<file path="src/rtl/fifo_flush_unpack_if.sv">
// Word-in / nibble-out stream bundle for the flush word unpacker.
// The slave modport is the unpacker's view; master is the driver/sink side.
interface fifo_flush_unpack_if;
    logic        word_valid_i;
    logic [31:0] word_data_i;
    logic [3:0]  word_cnt_i;
    logic        word_ready_o;
    logic        nib_valid_o;
    logic [3:0]  nib_data_o;
    logic        nib_last_o;
    logic        nib_ready_i;

    modport slave (
        input  word_valid_i, word_data_i, word_cnt_i, nib_ready_i,
        output word_ready_o, nib_valid_o, nib_data_o, nib_last_o
    );

    modport master (
        output word_valid_i, word_data_i, word_cnt_i, nib_ready_i,
        input  word_ready_o, nib_valid_o, nib_data_o, nib_last_o
    );
endinterface

</file>
<file path="src/rtl/fifo_flush_unpack.sv">
// Serialises the valid nibbles of a packed 32-bit flush word, checks the pad
// lanes and keeps saturating word/nibble debug counters.
module fifo_flush_unpack #(
    parameter logic [3:0]  PAD_NIB = 4'hC,
    parameter int unsigned CNT_W   = 16
) (
    input  logic                 clk,
    input  logic                 reset,
    fifo_flush_unpack_if.slave   bus,
    output logic                 pad_err_o,
    output logic                 cnt_err_o,
    output logic [CNT_W-1:0]     words_o,
    output logic [CNT_W-1:0]     nibs_o
);
    localparam int unsigned LANES = 8;

    typedef enum logic {IDLE, DRAIN} state_t;

    state_t             state_q, state_d;
    logic [31:0]        data_q, data_d;
    logic [3:0]         rem_q, rem_d;
    logic [2:0]         idx_q, idx_d;
    logic               pad_q, pad_d;
    logic               cerr_q, cerr_d;
    logic [CNT_W-1:0]   words_q, words_d;
    logic [CNT_W-1:0]   nibs_q, nibs_d;

    logic               nib_valid, nib_last, nib_xfer, word_ready, word_xfer, pad_bad;
    logic [3:0]         nib_data, eff;

    always_ff @(posedge clk) begin
        if (reset) begin
            state_q <= IDLE;
            data_q  <= '0;
            rem_q   <= '0;
            idx_q   <= '0;
            pad_q   <= 1'b0;
            cerr_q  <= 1'b0;
            words_q <= '0;
            nibs_q  <= '0;
        end else begin
            state_q <= state_d;
            data_q  <= data_d;
            rem_q   <= rem_d;
            idx_q   <= idx_d;
            pad_q   <= pad_d;
            cerr_q  <= cerr_d;
            words_q <= words_d;
            nibs_q  <= nibs_d;
        end
    end

    always_comb begin
        state_d = state_q;
        data_d  = data_q;
        rem_d   = rem_q;
        idx_d   = idx_q;
        pad_d   = pad_q;
        cerr_d  = cerr_q;
        words_d = words_q;
        nibs_d  = nibs_q;

        nib_valid  = (state_q == DRAIN);
        nib_last   = nib_valid && (rem_q == 4'd1);
        nib_data   = nib_valid ? data_q[{idx_q, 2'b00} +: 4] : 4'd0;
        nib_xfer   = nib_valid && bus.nib_ready_i;
        // Ready on the last-nibble handoff so words stream without a bubble.
        word_ready = !nib_valid || (nib_xfer && nib_last);
        word_xfer  = bus.word_valid_i && word_ready;
        eff        = (bus.word_cnt_i > 4'd8) ? 4'd8 : bus.word_cnt_i;

        pad_bad = 1'b0;
        for (int k = 0; k < int'(LANES); k++) begin
            if ((4'(k) >= eff) && (bus.word_data_i[4*k +: 4] != PAD_NIB)) begin
                pad_bad = 1'b1;
            end
        end

        if (nib_xfer) begin
            if (nibs_q != {CNT_W{1'b1}}) nibs_d = nibs_q + CNT_W'(1);
            if (nib_last) begin
                state_d = IDLE;
            end else begin
                idx_d = idx_q + 3'd1;
                rem_d = rem_q - 4'd1;
            end
        end

        // A count-0 word is only counted and checked; state stays as set above.
        if (word_xfer) begin
            if (words_q != {CNT_W{1'b1}}) words_d = words_q + CNT_W'(1);
            if (bus.word_cnt_i > 4'd8) cerr_d = 1'b1;
            if (pad_bad) pad_d = 1'b1;
            if (eff != 4'd0) begin
                state_d = DRAIN;
                data_d  = bus.word_data_i;
                rem_d   = eff;
                idx_d   = 3'd0;
            end
        end
    end

    assign bus.word_ready_o = word_ready;
    assign bus.nib_valid_o  = nib_valid;
    assign bus.nib_data_o   = nib_data;
    assign bus.nib_last_o   = nib_last;
    assign pad_err_o        = pad_q;
    assign cnt_err_o        = cerr_q;
    assign words_o          = words_q;
    assign nibs_o           = nibs_q;
endmodule
</file>
<file path="src/flat_wrapper.sv">
// flat-port wrapper written by rule: the top's interface ports become plain ports
module fifo_flush_unpack_flat 
#(
    parameter logic [3:0]  PAD_NIB = 4'hC,
    parameter int unsigned CNT_W   = 16
)
  (clk, reset, pad_err_o, cnt_err_o, words_o, nibs_o, bus_word_valid_i, bus_word_data_i, bus_word_cnt_i, bus_nib_ready_i, bus_word_ready_o, bus_nib_valid_o, bus_nib_data_o, bus_nib_last_o);
  fifo_flush_unpack_if bus_i ();
  input  logic clk;
  input  logic reset;
  output logic pad_err_o;
  output logic cnt_err_o;
  output logic [CNT_W-1:0] words_o;
  output logic [CNT_W-1:0] nibs_o;
  input wire logic [$bits(bus_i.word_valid_i)-1:0] bus_word_valid_i;
  input wire logic [$bits(bus_i.word_data_i)-1:0] bus_word_data_i;
  input wire logic [$bits(bus_i.word_cnt_i)-1:0] bus_word_cnt_i;
  input wire logic [$bits(bus_i.nib_ready_i)-1:0] bus_nib_ready_i;
  output wire logic [$bits(bus_i.word_ready_o)-1:0] bus_word_ready_o;
  output wire logic [$bits(bus_i.nib_valid_o)-1:0] bus_nib_valid_o;
  output wire logic [$bits(bus_i.nib_data_o)-1:0] bus_nib_data_o;
  output wire logic [$bits(bus_i.nib_last_o)-1:0] bus_nib_last_o;
  assign bus_i.word_valid_i = bus_word_valid_i;
  assign bus_i.word_data_i = bus_word_data_i;
  assign bus_i.word_cnt_i = bus_word_cnt_i;
  assign bus_i.nib_ready_i = bus_nib_ready_i;
  assign bus_word_ready_o = bus_i.word_ready_o;
  assign bus_nib_valid_o = bus_i.nib_valid_o;
  assign bus_nib_data_o = bus_i.nib_data_o;
  assign bus_nib_last_o = bus_i.nib_last_o;
  fifo_flush_unpack #(.PAD_NIB(PAD_NIB), .CNT_W(CNT_W)) u_core (.clk(clk), .reset(reset), .bus(bus_i), .pad_err_o(pad_err_o), .cnt_err_o(cnt_err_o), .words_o(words_o), .nibs_o(nibs_o));
endmodule
</file>
<file path="config.mk">
export PLATFORM = sky130hd
export DESIGN_NAME = fifo_flush_unpack_flat
export DESIGN_NICKNAME = d
export VERILOG_FILES = /design/src/rtl/fifo_flush_unpack_if.sv /design/src/rtl/fifo_flush_unpack.sv /design/src/flat_wrapper.sv
export SDC_FILE = /design/constraint.sdc
export NUM_CORES = 1
export LEC_CHECK = 0
export CAP_MARGIN = 20
export CORE_AREA = 2 2 141 74
export DETAILED_ROUTE_END_ITERATION = 8
export DIE_AREA = 0 0 143 76
export SLEW_MARGIN = 40
export SYNTH_ARGS = -nofsm -noshare
export SYNTH_HDL_FRONTEND = slang
export SYNTH_SLANG_ARGS = --single-unit
</file>
<file path="constraint.sdc">
create_clock -name clk -period 2.16 [get_ports clk]
set_clock_uncertainty 0.05 [all_clocks]
set_input_delay 0.432 -clock clk [delete_from_list [all_inputs] [get_ports clk]]
set_output_delay 0.432 -clock clk [all_outputs]
set_load 0.01 [all_outputs]
</file>
==> results <==
## cell usage in the layout (no fill, tap or decap), drive strengths merged, types with 3 or more instances in the layout
cell / instances
or3: 8
bufinv: 3
nand3: 11
nand4: 12
buf: 49
a21oi: 60
o21ai: 10
clkbuf: 12
ha: 5
mux2i: 6
nand2b: 3
nor2b: 11
and3: 3
mux2: 11
nor4: 9
o31ai: 10
nor2: 24
clkdlybuf4s50: 73
dfxtp: 74
and2: 3
inv: 10
a211oi: 5
and4: 3
mux4: 8
nand2: 83
or4: 13
nor3: 9
## cell usage after synthesis (2+ instances only)
library cell and number:
a21oi_1 60, and3_1 3, o31ai_1 10, o41ai_1 2, nand4_1 11, and4_1 3, or4_1 12, nor4_1 8
buf_2 5, nand3b_1 2, nand2_1 83, nor4b_1 2, o21ai_0 9, or4b_2 2, nand3_1 10, and2_1 3
mux4_2 8, or3_1 8, a41o_1 2, xnor2_1 2, a31oi_1 2, mux2i_1 6, mux2_2 11, nor2_1 24
nor3_1 9, nand4bb_1 2, ha_1 5, nor2b_1 11, dfxtp_1 74, inv_1 10, nor3b_1 2, clkbuf_1 20
a211oi_1 5, nand2b_1 3, o21a_1 2
## per-stage QoR
stage               util (%)  total power [W]  hold slack [ps]  cell area [um2]
floorplan                  -          0.00170              383             3760
CTS                     54.5          0.00372              405             5340
global route            54.7          0.00383              422             5360
global placement        50.7          0.00193              389             4960
finish                  54.7          0.00370              405             5360
detailed placement      50.7          0.00194              397             4960
## per-layer routing
metal | track usage, % | part of all wire, %
met4 | 5.35 | 0.72
met1 | 31.9 | 53
met3 | 4.97 | 5.2
met5 | 0 | 0
met2 | 27.8 | 41
## sequential cells by signal, summed over array words and instances (netlist names)
signal,count
u_core.cnt_err_o,1
u_core.rem_q,4
u_core.nibs_o,16
u_core.data_q,32
u_core.pad_err_o,1
u_core.words_o,16
u_core.bus.nib_valid_o,1
u_core.idx_q,3
## timing repair
item	CTS	global route
setup buffers	4	2
pin swaps	0	2
endpoints found under the setup margin	6	4
resized for setup	23	0
## final timing paths
kind | slack (ps) | from | endpoint | cells past startpoint
setup / recovery | -110 | u_core.idx_q[0] | bus_nib_data_o[2] | 6
hold / removal | 410 | u_core.data_q[16] | u_core.data_q[16] | 2
setup reg to reg | 130 | u_core.words_o[0] | u_core.words_o[10] | 5
hold reg to reg | 410 | u_core.data_q[16] | u_core.data_q[16] | 2
## layout make-up
cell class	count	area [um2]
fillers	902	4440
repair buffers	124	1160
clock buffers	12	256
well taps	140	175
multi-input cells	340	2140
inverters	10	37.5
flip-flops and latches	74	1480
clock inverters	4	97.6
## power groups by stage
stage	combinational [W]	clock, W	sequential, W
after floorplan	0.000214	0	0.00148
after global placement	0.000440	0	0.00149
after detailed placement	0.000444	0	0.00149
after CTS	0.000451	0.00181	0.00146
after global routing	0.000497	0.00186	0.00147
final	0.000453	0.00178	0.00146
## worst max-delay path, delay by kind of cell, from the launching register on
| family | cells | cell delay, ps |
|---|---|---|
| mux | 2 | 680 |
| flops | 1 | 360 |
| buf+inv | 3 | 360 |
| simple gates | 1 | 60 |
## kinds of logic after synthesis
group | synth area share, %
fa+ha+maj | 1.66
xor+xnor | 0.466
compound gates | 16.5
simple gates | 28.5
flops | 39.4
mux | 9.68
buf+inv | 3.76
==> run summary <==
Seq cells post-synth = 74
Routed wire per std cell = 15.5 um
Die X = 143 um
Max-Slew Margin vs Limit = 56.9%
Max Clock Freq = 440 MHz
Most used DFF post-synth = dfxtp_1
Final GP Congestion = 0.781
all-layer global routing usage = 20.5%
Die Area = 10900 um2
Worst EP required = 1680 ps
vias in the first global route = 3444
drt first-iter violations = 355
ANT nets after route = 0
Initial Utilization = 38.4%
first-pass detailed-route iteration total = 5
core box area = 9790 um2
Hold Buf Count CTS = 0
Setup-failing EPs final = 4
setup_tns = -388 ps
Slew @ Worst Pin = 647 ps
clk root buf = clkbuf_16
CP Capture Type = output port
hold violation count in the final report = 0
initial antenna violation count = 0
Psw = 0.000847 W
PwrDens = 690 nW/um2
CP Max Fanout = 6
# DRC = 0
Area Overhead vs Synth = 42.4%
area leader, netlist = dfxtp_1
dominant cells by area after synthesis = dfxtp_1, nand2_1, a21oi_1
synthesized area per cell = 8.36 um2
failing checks = setup timing
Final Non-Filler Cells = 704
worst path arrival time = 1790 ps
largest net degree at the start of global routing = 36
total gr overflow = 0
Peak VDD IR = 0.386 mV
synth warn = 0
Hold/Removal Path Class = reg -> reg
PnR worst setup slack = -110 ps
Slowest Stage Delay on Critical Path = 530 ps
number of flops mapped to enable cells by yosys = 0
layout cells sized above 1 = 17.0%
Via Count = 3760
status = finished with violations
diodes inserted = 0
sequential power share = 39.6%
synthesized area = 3760 um2
Lkg Pwr = 1.91 nW
I/O pin total = 81
RSZ-0062 raised after global routing = yes
CP Launch Type = flip-flop
CTS tree = done
via-per-instance ratio = 5.34
final WL = 10.9 mm
Post-Syn Instances = 450
Async S/R FF share, synth = 0%
Yosys top cell area share = 39.4%
Clock power frac = 48.1%
post-synthesis sequential area ratio = 39.4%
slowest CP cell = mux4_2
synth unique cells = 54
Final Max Slew Viols = 0
Final #Nets = 604
HPWL after DPL = 7.99 mm
clock sink count = 74
# port buffers = 80
die height = 76 um
clk buf depth = 2
setup slack after placement = -221 ps
Num CTS Buffers = 9
H-tree depth = 3
Reg clk slew, reported paths = 60 ps
global-route wire length before repair = 17.7 mm
Int Pwr = 0.00285 W
kind of critical path = reg -> out
CP Cell Sequence = buf_12 > buf_6 > mux4_2 > mux2i_1 > nor2_1 > buf_2
max-cap violation count = 0
worst-skew pair later-pin latency = 330 ps
Comb pwr share = 12.3%
Post-Place Cells = 682
placement row count = 26
post-route minimum period = 2270 ps
switching portion of total power = 22.9%
Net Count, Synth = 495
Final period util = 105%
Power figures use the tool's default switching activity.
